[src/rtl/branch_predict_unit.sv]
// Two-bit-counter branch predictor with in-flight branch queue and BTB update path; optional stats via BPU_STATS_EN.
// Latency: prediction/mispredict combinational, BTB write registered one cycle after resolution.
// Backpressure: q_full stalls fetch; a push while full is taken only alongside a correct pop.
module branch_predict_unit #(
    parameter int QDEPTH = 4,
    parameter int IDX_W  = 8
) (
    input  logic             CLK,
    input  logic             RST,
    input  logic             fetch_br,
    input  logic [31:0]      fetch_pc,
    output logic [IDX_W-1:0] btb_rind,
    input  logic [1:0]       btb_rstate,
    input  logic [31:0]      btb_rtarget,
    output logic             pred_taken,
    output logic [31:0]      pred_pc,
    output logic             q_full,
    input  logic             res_valid,
    input  logic             res_taken,
    input  logic [31:0]      res_target,
    output logic             mispredict,
    output logic [31:0]      correct_pc,
    output logic             btb_wen,
    output logic [IDX_W-1:0] btb_wind,
    output logic [1:0]       btb_wstate,
    output logic [31:0]      btb_wtarget,
    output logic [31:0]      stat_br,
    output logic [31:0]      stat_mp
);
    localparam int PW = $clog2(QDEPTH);
    localparam int CW = PW + 1;

    typedef struct packed {
        logic [31:0]      pc;
        logic [IDX_W-1:0] idx;
        logic [1:0]       st;
        logic             pt;
        logic [31:0]      ppc;
    } qent_t;

    qent_t          q_mem [QDEPTH];
    logic [PW-1:0]  wr_ptr, rd_ptr;
    logic [CW-1:0]  count;
    qent_t          head, new_ent;
    logic           pop, push;
    logic [1:0]     next_st;
    logic [31:0]    next_tgt;

    assign btb_rind   = fetch_pc[IDX_W+1:2];
    assign pred_taken = fetch_br & btb_rstate[1];
    assign pred_pc    = pred_taken ? btb_rtarget : fetch_pc + 32'd4;
    assign q_full     = (count == CW'(QDEPTH));

    assign head = q_mem[rd_ptr];
    assign pop  = res_valid & (count != '0);

    assign mispredict = pop & ((res_taken != head.pt) |
                               (res_taken & (res_target != head.ppc)));
    assign correct_pc = !mispredict ? 32'd0 :
                        res_taken   ? res_target : head.pc + 32'd4;

    // A full queue still accepts a push when the head leaves cleanly this cycle.
    assign push = fetch_br & ~mispredict & (~q_full | pop);

    always_comb begin
        new_ent     = '0;
        new_ent.pc  = fetch_pc;
        new_ent.idx = btb_rind;
        new_ent.st  = btb_rstate;
        new_ent.pt  = pred_taken;
        new_ent.ppc = pred_pc;
    end

    always_comb begin
        next_st = head.st;
        if (res_taken) begin
            if (head.st != 2'b11) next_st = head.st + 2'b01;
        end else begin
            if (head.st != 2'b00) next_st = head.st - 2'b01;
        end
    end

    assign next_tgt = res_taken    ? res_target :
                      head.st[1]   ? head.ppc   : head.pc + 32'd4;

    always_ff @(posedge CLK or posedge RST) begin
        if (RST) begin
            wr_ptr <= '0;
            rd_ptr <= '0;
            count  <= '0;
            for (int i = 0; i < QDEPTH; i++) q_mem[i] <= '0;
        end else if (mispredict) begin
            wr_ptr <= '0;
            rd_ptr <= '0;
            count  <= '0;
        end else begin
            if (push) begin
                q_mem[wr_ptr] <= new_ent;
                wr_ptr        <= wr_ptr + 1'b1;
            end
            if (pop) rd_ptr <= rd_ptr + 1'b1;
            if (push && !pop)      count <= count + 1'b1;
            else if (pop && !push) count <= count - 1'b1;
        end
    end

    always_ff @(posedge CLK or posedge RST) begin
        if (RST) begin
            btb_wen     <= 1'b0;
            btb_wind    <= '0;
            btb_wstate  <= 2'b00;
            btb_wtarget <= '0;
        end else begin
            btb_wen <= pop;
            if (pop) begin
                btb_wind    <= head.idx;
                btb_wstate  <= next_st;
                btb_wtarget <= next_tgt;
            end
        end
    end

`ifdef BPU_STATS_EN
    always_ff @(posedge CLK or posedge RST) begin
        if (RST) begin
            stat_br <= '0;
            stat_mp <= '0;
        end else begin
            if (pop && stat_br != 32'hFFFF_FFFF)        stat_br <= stat_br + 32'd1;
            if (mispredict && stat_mp != 32'hFFFF_FFFF) stat_mp <= stat_mp + 32'd1;
        end
    end
`else
    assign stat_br = 32'd0;
    assign stat_mp = 32'd0;
`endif

endmodule

[config.mk]
export PLATFORM = sky130hd
export DESIGN_NAME = branch_predict_unit
export DESIGN_NICKNAME = d
export VERILOG_FILES = /design/src/rtl/branch_predict_unit.sv
export SDC_FILE = /design/constraint.sdc
export NUM_CORES = 1
export LEC_CHECK = 0
export CELL_PAD_IN_SITES_DETAIL_PLACEMENT = 0
export CELL_PAD_IN_SITES_GLOBAL_PLACEMENT = 1
export CORE_MARGIN = 2
export CORE_UTILIZATION = 35
export CTS_BUF_LIST = sky130_fd_sc_hd__clkbuf_2
export DETAILED_ROUTE_END_ITERATION = 16
export PLACE_DENSITY_LB_ADDON = 0.1
export SLEW_MARGIN = 20
export SYNTH_ARGS = -nofsm -noshare
export SYNTH_HDL_FRONTEND = slang
export SYNTH_SLANG_ARGS = --single-unit
[constraint.sdc]
create_clock -name CLK -period 13.6 [get_ports CLK]
set_input_delay 2.72 -clock CLK [delete_from_list [all_inputs] [get_ports CLK]]
set_output_delay 2.72 -clock CLK [all_outputs]
set_load 0.01 [all_outputs]
==> impl.org, run 1 <==
** STA
- Worst clock skew :: ~0.05 ns
- Measured against its own limit, the worst slew margin works out to between 20% and 30%.
- For the final routed database, the setup TNS stands at 0 ns.
- Fmax :: 104.1 MHz
- Final period util :: 70.66%
- Setup repair after global routing left no endpoint under its margin.
- For the pin with the worst max-slew slack, the measured transition is 1.110 ns.
- Setup violations remaining at the end of the flow were counted as 0.
- The final hold violation count was 0.
- Final Max Slew Viols :: 0
- Counting I/O delays and the setup requirement, the final critical path takes roughly 9.6 ns.

** Drt
- After detailed routing, the number of vias per cell comes to between 5 and 6.
- The first TritonRoute pass finished after 6 iterations.
- Summed over all layers, the routed wires come to ~74 mm.
- Count of routing violations after the opening detailed-route iteration :: between 1.5k and 2k
- Post-route antenna net violation count :: 0
- Number of vias in the routed layout :: 16.29k
- Dividing the detail-routed wire length by the instance count gives around 27 um.
- In the routed design, unresolved DRC markers number 0.

** Finish
- After the last flow step, the layout net total stands at around 2.1k.
- Summing all multi-input logic gate instances after layout gives 9121 um^2.
- Leading cell type in the layout, fill and taps excluded :: sky130_fd_sc_hd__nand2_1
- From synthesis to final layout, the design area changed by 16.61%.
- Sequential cell area :: approximately 8000 um^2
- The top cell types in the final layout, fill and taps aside, are sky130_fd_sc_hd__nand2_1, sky130_fd_sc_hd__dfrtp_1, sky130_fd_sc_hd__o32ai_1.
- The filler cells instantiated in the layout total between 5k and 6k.
- Share of post-route cells with drive strength above 1 :: roughly 14%

** CTS
- CTS Buffer Depth :: 3
- CTS built an H-tree with a depth of 3.
- Hold_buf cts :: 0
- CTS clock-pin slew for the worst setup and hold paths :: about 0.08 ns
- The tree built by TritonCTS fans out to 318 sinks.
- In this run, post-CTS repair resized a total of 0 instances.
- Root buf cell :: sky130_fd_sc_hd__clkbuf_2
- Buffers inserted during clock tree synthesis total 90.
- TritonCTS clock tree :: done
- The later pin in the worst-skew pair is clocked with a latency of approximately 1.1 ns.
- Post-CTS setup buffer count :: 0

** Placement
- Placer Congestion :: between 0.8 and 0.9
- Detailed Place HPWL :: approximately 48 mm
- The count of buffers added on input and output ports is 220.

** Global routing
- Number of global-route vias before repair :: 15.60k
- GR Overflow Total :: 0
- Total GRT Usage :: 26.96%
- Pin count of the biggest net entering global routing :: around 100
- Number of antenna violations at the first check in global routing :: 4
- Wire length of the first global-routing pass :: roughly 110 mm

** Critical path
- In this run the worst path has a maximum fanout of 103.
- The largest single stage delay on the critical path is between 0.8 and 0.9 ns.
- Levels on crit path :: 10
- For the worst setup path, the data required time is between 10 and 15 ns.
- On the critical path the largest part of the delay comes from buffers and inverters.
- The cell that appears most often on the critical path is sky130_fd_sc_hd__clkdlybuf4s50_1.
- WS Path Type :: input port to output pin
- Crit path max-delay cell type :: sky130_fd_sc_hd__or4b_1
- Kind of start point of the critical path :: input port
- Startpoint of the worst-slack reg-to-reg timing path :: rd_ptr[0]$_DFFE_PP0P_
- At the worst endpoint, the arrival time is just under 7 ns.
- Cell count of the worst reg-to-reg path :: 10
- Startpoint of the worst setup timing path :: res_target[11]
- In this run the critical register-to-register path is captured at q_mem[63]$_DFFE_PP0P_.
- The number of buffers and inverters on the critical path is 4.
- The critical path ends at correct_pc[15].
- The worst setup path is captured at an output pin.
- Walking the worst path, the cells encountered are clkdlybuf4s50_1 > o2bb2ai_1 > a2111oi_0 > o2111ai_1 > or4b_1 > o21ai_4 > inv_8 > buf_4 > and2_1 > clkdlybuf4s50_1.
- R2r setup slk :: between 8 and 9 ns

** Synthesis
- Fraction of synthesized cell area in xor and xnor cells :: ~3.9%
- Of the total synthesized cell area, the portion taken by AND, OR, NAND and NOR gates is roughly 14%.
- Yosys mapped the design onto 63 distinct sky130hd cell types.
- Gate count of the mapped netlist :: ~1.9k
- Yosys Warn Count :: 0
- Mux share of post-synthesis cell area :: under 10%
- Combinational family with the most area after synthesis :: compound AO/OA/AOI/OAI gates
- Synthesis inferred 318 register bits.
- After synthesis, flip-flops and latches occupy a little over two fifths of the total area.
- EDFF count, synth :: 0
- Complex-gate fraction of the synthesized area :: 20.65%
- After synthesis, the share of flip-flops with an asynchronous set or reset is 100.0%.
- In the synthesized netlist the dominant register cell turns out to be sky130_fd_sc_hd__dfrtp_1.
- Adder-cell share of the synthesized area :: less than 1%
- Summing every instance area after synthesis gives around 18000 um^2.
- Avg Inst Size Synth :: slightly below 10 um^2

** Power
- Power spread over the standard cell area amounts to around 220 nW/um^2.
- Share of power burned in the clock network :: between 10% and 20%
- Of the total power, combinational logic draws approximately half.
- Lkg Pwr :: 0.008989 uW
- Of the total power, the share spent switching nets is 45.57%.
- Post-layout total power :: about 4800 uW
- The analysis attributes to net switching a power of 2186 uW.
- The share of total power dissipated in sequential elements is between 30% and 40%.
- Worst voltage drop across the vdd grid :: between 0.09 and 0.1 mV
- Cell internal power was estimated by the tool at between 2000 and 3000 uW.

** Floorplanning
- Die width :: between 200 and 250 um
- Die area :: roughly 54000 um^2
- Total core area :: between 50000 and 60000 um^2
- Row count :: 84
- The initial utilization of the core area, before any placement, comes to 35.21%.
- From bottom edge to top edge, the die measures 233.5 um.
- I/O pin cnt :: roughly 290

** Worst hold path
- Type of the tightest min-delay check :: flip-flop to flip-flop

** Run status
- The run finished with clean final reports.

** Flow run
- Max-Cap Viols :: 0
## Yosys cell counts, types with 8 or more instances
library cell,instances,area share [%]
sky130_fd_sc_hd__o221ai_1,9,0.43
sky130_fd_sc_hd__buf_4,78,3.2
sky130_fd_sc_hd__and4_1,8,0.38
sky130_fd_sc_hd__clkbuf_1,103,2.1
sky130_fd_sc_hd__nand2b_1,8,0.27
sky130_fd_sc_hd__a211oi_1,38,1.5
sky130_fd_sc_hd__a221o_1,8,0.43
sky130_fd_sc_hd__and2_1,13,0.44
sky130_fd_sc_hd__buf_6,14,0.86
sky130_fd_sc_hd__nor2_1,83,1.7
sky130_fd_sc_hd__nand3_1,32,0.87
sky130_fd_sc_hd__o32ai_1,223,11
sky130_fd_sc_hd__buf_2,45,1.2
sky130_fd_sc_hd__dfrtp_1,318,43
sky130_fd_sc_hd__and3_1,9,0.31
sky130_fd_sc_hd__nor4_1,8,0.27
sky130_fd_sc_hd__a21oi_1,62,1.7
sky130_fd_sc_hd__a31oi_1,19,0.65
sky130_fd_sc_hd__xnor2_1,74,3.5
sky130_fd_sc_hd__mux2i_1,28,1.5
sky130_fd_sc_hd__inv_1,79,1.6
sky130_fd_sc_hd__o21ai_0,20,0.54
sky130_fd_sc_hd__mux4_2,57,7.0
sky130_fd_sc_hd__nand2_1,372,7.6
sky130_fd_sc_hd__xor2_1,8,0.38
sky130_fd_sc_hd__nor3_1,14,0.38
sky130_fd_sc_hd__o32ai_2,30,2.6
sky130_fd_sc_hd__nand4_1,19,0.65
## sequential cells by signal (all words and copies together) (netlist names)
register     cells
count            3
rd_ptr           2
btb_wen          1
q_mem          268
btb_wtarget     32
wr_ptr           2
btb_wind         8
btb_wstate       2
## worst min path at each step
stage | startpoint | end | depth (start not counted) | slack [ns]
floorplan | q_mem[198]$_DFFE_PP0P_ | q_mem[198]$_DFFE_PP0P_ | 2 | 0.49
detailed placement | btb_wtarget[5]$_DFFE_PP0P_ | btb_wtarget[5]$_DFFE_PP0P_ | 2 | 0.47
CTS | btb_wtarget[1]$_DFFE_PP0P_ | btb_wtarget[1]$_DFFE_PP0P_ | 2 | 0.49
global route | btb_wtarget[1]$_DFFE_PP0P_ | btb_wtarget[1]$_DFFE_PP0P_ | 2 | 0.51
finish | btb_wtarget[1]$_DFFE_PP0P_ | btb_wtarget[1]$_DFFE_PP0P_ | 2 | 0.48
global placement | btb_wtarget[5]$_DFFE_PP0P_ | btb_wtarget[5]$_DFFE_PP0P_ | 2 | 0.46
## cells by family (layout without fill, tap and decap cells)
family	Yosys count	in the layout
DFF	318	318
adders and majority gates	8	8
and+or+nand+nor	586	586
muxes	91	91
xor gates and xnor gates	82	82
AOI/OAI and AO/OA	455	455
buffers and inverters	327	478
other	1	71
## metrics by stage
stage	std cells	hold slack [ns]	setup WS (ns)	util, %	cell area, um^2
after global placement	2622	0.4613	3.987	39.51	20680
after floorplan	1931	0.4901	2.080	-	18660
final	2777	0.4801	3.990	41.05	21490
after global routing	2774	0.5113	3.647	41.04	21480
after CTS	2770	0.4856	3.901	41.00	21460
after detailed placement	2622	0.4668	3.919	39.51	20680
## tightest hold or removal path, stage by stage (launching register included)
cell and delay (ns):
sky130_fd_sc_hd__dfrtp_1 0.35, sky130_fd_sc_hd__nand2_1 0.05, sky130_fd_sc_hd__nand2_1 0.06
## power by group through the flow
stage | Clock, uW | Combinational (uW) | Sequential (uW)
global placement | 0 | 2370 | 1650
global route | 798 | 2580 | 1710
finish | 726 | 2410 | 1660
detailed placement | 0 | 2400 | 1670
floorplan | 0 | 1560 | 1580
CTS | 748 | 2410 | 1650
## layer usage
layer	track usage [%]	routed length [um]	vias to the layer above
met5	0	10	-
met4	7.081	1391	2
met3	6.177	5702	89
met2	40.60	33990	764
met1	38.92	33370	8304
li1	-	-	7128
## area by class of cell
cell class | instances | area share [%]
inverter | 82 | 1.502
antenna | 7 | 0.08152
sequential | 318 | 37.07
multi-input combinational | 1286 | 42.45
tap | 688 | 4.006
clock buffer | 137 | 3.191
timing repair buffer | 248 | 11.24
clock inverter | 11 | 0.4600
Power figures use the tool's default switching activity.
==> run 2: changes to the inputs <==
clock period = 7.7 ns   (was 13.6 ns; I/O delays follow)
==> impl.org, run 2 (synthesis gave the netlist of run 1 again) <==
** Worst hold path
- The startpoint identified for the worst hold timing path is btb_wind[7]$_DFFE_PP0P_.
- The worst hold path terminates at btb_wind[7]$_DFFE_PP0P_.
- Number of cells on the worst hold path :: 2 (unchanged)
- In this run the worst hold path is classified as flip-flop to flip-flop.

** Flow run
- Max-Cap Viols :: 0 (unchanged)

** Critical path
- Endpoint type of the worst setup path :: output pin
- Capturing point of the worst reg2reg path :: q_mem[283]$_DFFE_PP0P_
- Cell count of the worst reg-to-reg path :: 10 (unchanged)
- Crit path max-delay cell type :: sky130_fd_sc_hd__dfrtp_4
- WP data required :: 6.16 ns (-4.72 ns)
- STA classifies the critical path startpoint as a flip-flop.
- Walking the worst path, the cells encountered are mux2i_1 > nor3b_1 > nor4_1 > nor4_1 > or4b_1 > o21ai_4 > buf_12 > a21oi_1 > clkdlybuf4s50_1.
- The startpoint identified for the worst register-to-register timing path is rd_ptr[1]$_DFFE_PP0P_.
- The maximum single-stage delay on the critical path came to 0.83 ns (about the same).
- WS Path Type :: flip-flop to output pin
- Crit-path most repeated cell :: sky130_fd_sc_hd__nor4_1
- The register-to-register setup slack came to 1.92 ns (-6.22 ns).
- Worst-path maximum fanout :: 30 (-71%)
- Crit path arrival time :: 5.73 ns (-1.16 ns)

** Run status
- The run finished with clean final reports.

** Placement
- The count of buffers inserted at the top-level ports is 220 (unchanged).
- The detailed-placement wirelength estimate was 48.19 mm (about the same).
- Placer Congestion :: 0.8633 (+1.7%)

** Drt
- Number of vias in the routed layout :: 16.55k (+1.6%)
- WL per Instance :: 26.84 um (+0.10%)
- Detailed-router iteration count before antenna repair :: 5 (-1)
- The number of nets still failing antenna checks after routing is 0 (unchanged).
- Number of vias per cell :: 5.933 (+1.2%)
- The detailed router's first-iteration violation count was 1638 (+9.1%).
- Detailed Route WL :: 74.87 mm (+0.54%)
- The remaining design rule violation count was 0 (unchanged).

** Floorplanning
- Die width :: 233.5 um (unchanged)
- Total core area :: 52340 um^2 (unchanged)
- The floorplan row count was 84 (unchanged).
- The count of boundary I/O pins is 285 (unchanged).
- Die area :: 54500 um^2 (unchanged)
- The initial standard-cell utilization of the core was 35.21% (unchanged).
- Height of the die :: 233.5 um (unchanged)

** Power
- Part of the power in registers :: 34.2% (-0.4 points)
- The internal power consumption is 4661 uW (+79%).
- Worst voltage drop across the vdd grid :: 0.1914 mV (+100%)
- The total leakage power is 0.009073 uW (+0.94%).
- The switching share of power is 45.22% (-0.36 points).
- Pwr dens :: 392.9 nW/um^2 (+76%)
- The overall power after layout was 8508 uW (+77%).
- The logic gate share of total power is 50.5% (+0.2 points).
- Share of power burned in the clock network :: 15.2% (about the same)
- Switching component of the power :: 3847 uW (+76%)

** STA
- Worst clock skew :: 0.09734 ns (+0.04764 ns)
- Setup repair after global routing left no endpoint under its margin.
- Derived from the worst setup path, the maximum achievable clock frequency is ~140 MHz.
- The tightest slew margin relative to the limit is 21.96% (-4.0 points).
- The final setup violation count was 0 (unchanged).
- The final setup TNS is 0 ns (unchanged).
- The max-slew violation total from the final report is 0 (unchanged).
- Final period util :: between 90% and 100%
- Number of hold violations in the final report :: 0 (unchanged)
- The worst-margin pin slew is 1.171 ns (+0.06026 ns).
- Final critical delay including setup and external delays :: approximately 7.3 ns

** CTS
- Root buf cell :: sky130_fd_sc_hd__clkbuf_2
- The maximum clock path buffer count was 3 (unchanged).
- Hold_buf cts :: 0 (unchanged)
- Total number of clock tree sinks :: 318 (unchanged)
- The number of cells upsized or downsized after cts is 0 (unchanged).
- Count of H-tree levels built during CTS :: 3 (unchanged)
- TritonCTS clock tree :: done
- The clock-pin slew of the registers on the worst-case setup and hold paths came to 0.09 ns (about the same).
- The clock buffer count from CTS is 89 (-1.1%).
- Clock network latency to the later pin of the worst-skew pair :: 1.06 ns (-0.03 ns)

** Global routing
- Total GRT Usage :: 27.04% (+0.079 points)
- The sum of overflow across all layers after global routing was 0 (unchanged).
- The via count of the first global-routing pass came to 16.06k (+3.0%).
- Number of antenna violations at the first check in global routing :: 1 (-3)
- The maximum number of pins on one net before global-route repair is 104 (unchanged).
- Wire length of the first global-routing pass :: 109.1 mm (+0.96%)

** Finish
- Top flop regs :: q_mem (268), btb_wtarget (32), btb_wind (8)
- Max FFs per register :: 268 (unchanged)
- The sequential standard cell area is 7965 um^2 (unchanged).
- The final net count was 2155 (+0.89%).
- Share of post-route cells with drive strength above 1 :: 14.43% (+0.64 points)
- Fillcell total :: 5277 (+0.30%)
- Leaving out fill and tap cells, the most frequent cells in the layout are sky130_fd_sc_hd__nand2_1, sky130_fd_sc_hd__dfrtp_1, sky130_fd_sc_hd__o32ai_1.
- Leading cell type in the layout, fill and taps excluded :: sky130_fd_sc_hd__nand2_1
- The combined area of the multi-input logic cells came to 9112 um^2 (about the same).
- Post-synthesis to final-layout area growth :: 17.51%
- Register with the most flip-flops :: q_mem
==> run 2: changes by cell type in the layout (fill, tap and decap cells not counted), sizes merged, moves of 3 or more <==
cell,before,now
clkbuf,137,131
buf,29,49
diode,7,1
clkinv,7,10
==> run 2: area by class of cell <==
cell class                      instances  area share, %
Tap cell                              688          3.976
Timing Repair Buffer                  268          11.98
Clock inverter                         15         0.6530
Inverter                               82          1.474
Antenna cell                            1        0.01156
Sequential cell                       318          36.79
Multi-Input combinational cell       1286          42.09
Clock buffer                          131          3.028
==> run 2: worst max-delay path by stage <==
stage / slack [ns] / from / endpoint
after floorplan: 1.92 / RST / btb_wen$_DFF_PP0_
after global placement: 0.90 / res_target[11] / correct_pc[4]
after detailed placement: 0.86 / res_target[11] / correct_pc[6]
after CTS: 0.09 / rd_ptr[0]$_DFFE_PP0P_ / correct_pc[6]
after global routing: 0.22 / rd_ptr[1]$_DFFE_PP0P_ / correct_pc[6]
final: 0.43 / rd_ptr[1]$_DFFE_PP0P_ / correct_pc[6]
==> run 2: metal layers <==
metal	track usage, %	share of wire, %	up-vias
met5	0	0	-
met2	41.27	45	793
met1	39.27	45	8499
met4	7.456	1.9	0
met3	4.871	7.9	77
li1	-	-	7178
==> run 2: metrics by stage <==
stage / hold WS (ns) / area (um^2) / setup WS, ns / std cells / utilization, %
after floorplan: 0.4901 / 18670 / 1.921 / 1931 / -
after global placement: 0.4613 / 20830 / 0.9002 / 2641 / 39.80
after detailed placement: 0.4638 / 20830 / 0.8629 / 2641 / 39.80
after CTS: 0.4822 / 21630 / 0.09372 / 2787 / 41.32
after global routing: 0.5072 / 21650 / 0.2189 / 2789 / 41.37
final: 0.4769 / 21650 / 0.4290 / 2789 / 41.37
==> run 2: what timing repair did <==
action                                  in CTS  in global routing
endpoints found under the setup margin       0                 10
buffers inserted                             0                  1
endpoints found under the hold margin        0                  0
==> run 2: critical path: cells and delay by family (launching register included) <==
kind / cells / cell delay, ns
AND/OR/NAND/NOR: 4 / 1.53
flip-flops: 1 / 0.83
AO/OA/AOI/OAI: 2 / 0.82
multiplexers: 1 / 0.76
buffers and inverters: 2 / 0.72
==> run 2: power by group through the flow <==
stage / clock network [uW] / registers [uW] / logic (uW)
after floorplan: 0 / 2790 / 2750
after global placement: 0 / 2930 / 4170
after detailed placement: 0 / 2960 / 4220
after CTS: 1340 / 2920 / 4240
after global routing: 1420 / 3000 / 4600
final: 1300 / 2910 / 4300
==> edit: new RTL, settings of run 2 <==
The parameter `IDX_W` goes from 8 to 9.
--- a/src/rtl/branch_predict_unit.sv
+++ b/src/rtl/branch_predict_unit.sv
@@ -3,7 +3,7 @@
 // Backpressure: q_full stalls fetch; a push while full is taken only alongside a correct pop.
 module branch_predict_unit #(
     parameter int QDEPTH = 4,
-    parameter int IDX_W  = 8
+    parameter int IDX_W  = 9
 ) (
     input  logic             CLK,
     input  logic             RST,
Ports: changed (resized btb_rind and btb_wind); port bits go from 285 to 287. The function was not compared with the original's and may differ.
==> edit against run 2 <==
  * Combinational power is 4% higher
  * Largest cell class unchanged
  * Count of clock-buffer cells in the layout is 4 higher
  * Design area is 1.6% higher
  * Worst setup slack better by 0.20 ns
  * Sequential cell count is 1 higher
  * Wire length is 4.0% higher
  * Via count is 0.35% higher
  * Synthesized area is 2.1% higher
  * Power is 2.0% higher
  * Synthesized cell count is 0.48% higher
==> edit: results (changes against run 2) <==
status: "finished clean"  # unchanged
drt_iter0_drc: 1589  # was 1638
grt_pass1_vias: 16300  # was 16100
path_clk_slew_ns: 0.11  # was 0.09 ns
placedCellCount: 2639  # was 2641
power_w: 0.00868  # was 0.00851 W
antenna_found_initial: 3  # was 1
clock_skew_ns: 0.0851  # was 0.0973 ns
nets: 2154  # was 2155
worstSkewPairLatency_ns: 1.08  # was 1.06 ns
grt_first_pass_wirelength_um: 114000  # was 109000 um
ir_drop_uv: 222  # was 191 uV
drive_gt1_share_pct: 15.9  # was 14.4%
numPortBuffers: 222  # was 220
r2r_slack_ns: 2.70  # was 1.92 ns
fill_cells: 5268  # was 5277
netlist_instances: 1877  # was 1868
synthTopCellsByCount: "359 x nand2_1, 319 x dfrtp_1, 187 x o32ai_1"  # was 372 x nand2_1, 318 x dfrtp_1, 223 x o32ai_1
rr_endpoint: "q_mem[1]"  # was q_mem[283]
cts-buffers-inserted: 90  # was 89
place_ws_ns: 1.34  # was 0.863 ns
ys_types: 61  # was 63
grt_max_degree: 178  # was 104
drtPass1Iterations: 6  # was 5
leakage_nw: 9.26  # was 9.07 nW
grt_usage_pct: 27.5  # was 27.0%
via_per_inst: 5.94  # was 5.93
synth-seq-area-share_pct: 42.4  # was 43.2%
edit: layout make-up:
class | count | share of cell area (%)
Inverter | 76 | 1.35
Tap cell | 688 | 3.91
Sequential cell | 319 | 36.3
Timing Repair Buffer | 262 | 11.8
Multi-Input combinational cell | 1295 | 43.1
Clock buffer | 135 | 3.07
Clock inverter | 20 | 0.398
Antenna cell | 1 | 0.0114
edit: worst max-delay path: cells and delay by family, from the launching register on:
family | cells | cell delay (ns)
AO/OA/AOI/OAI | 4 | 0.85
buffers and inverters | 3 | 1.34
flip-flops | 1 | 0.87
multiplexers | 1 | 0.54
AND/OR/NAND/NOR | 2 | 0.79
edit: worst max path at each step:
| stage | to | slack [ns] | start |
|---|---|---|---|
| 2_1_floorplan | btb_wen | 1.91 | RST |
| 3_3_place_gp | correct_pc[22] | 1.41 | res_target[20] |
| 3_5_place_dp | correct_pc[17] | 1.34 | res_target[20] |
| 4_1_cts | correct_pc[17] | 0.50 | rd_ptr[1] |
| 5_1_grt | correct_pc[18] | 0.35 | rd_ptr[1] |
| 6_report | correct_pc[17] | 0.63 | rd_ptr[1] |
edit: cell families (layout without fill, tap and decap cells):
family / Yosys count / after routing / synth area share, %
XOR/XNOR: 87 / 87 / 4.05
AND/OR/NAND/NOR: 601 / 601 / 13.9
multiplexers: 113 / 113 / 9.57
flip-flops: 319 / 319 / 42.4
AO/OA/AOI/OAI: 422 / 422 / 20.7
adder cells (fa/ha/maj): 8 / 8 / 0.559
other: 1 / 65 / 0.0199
buffers and inverters: 326 / 493 / 8.76
edit: layer usage:
layer	global-route usage (%)	share of wire (%)	vias to the layer above
li1	-	-	7149
met5	0	0	-
met3	5.77	8.4	91
met2	41.2	44	836
met1	39.7	45	8529
met4	8.63	2.4	0
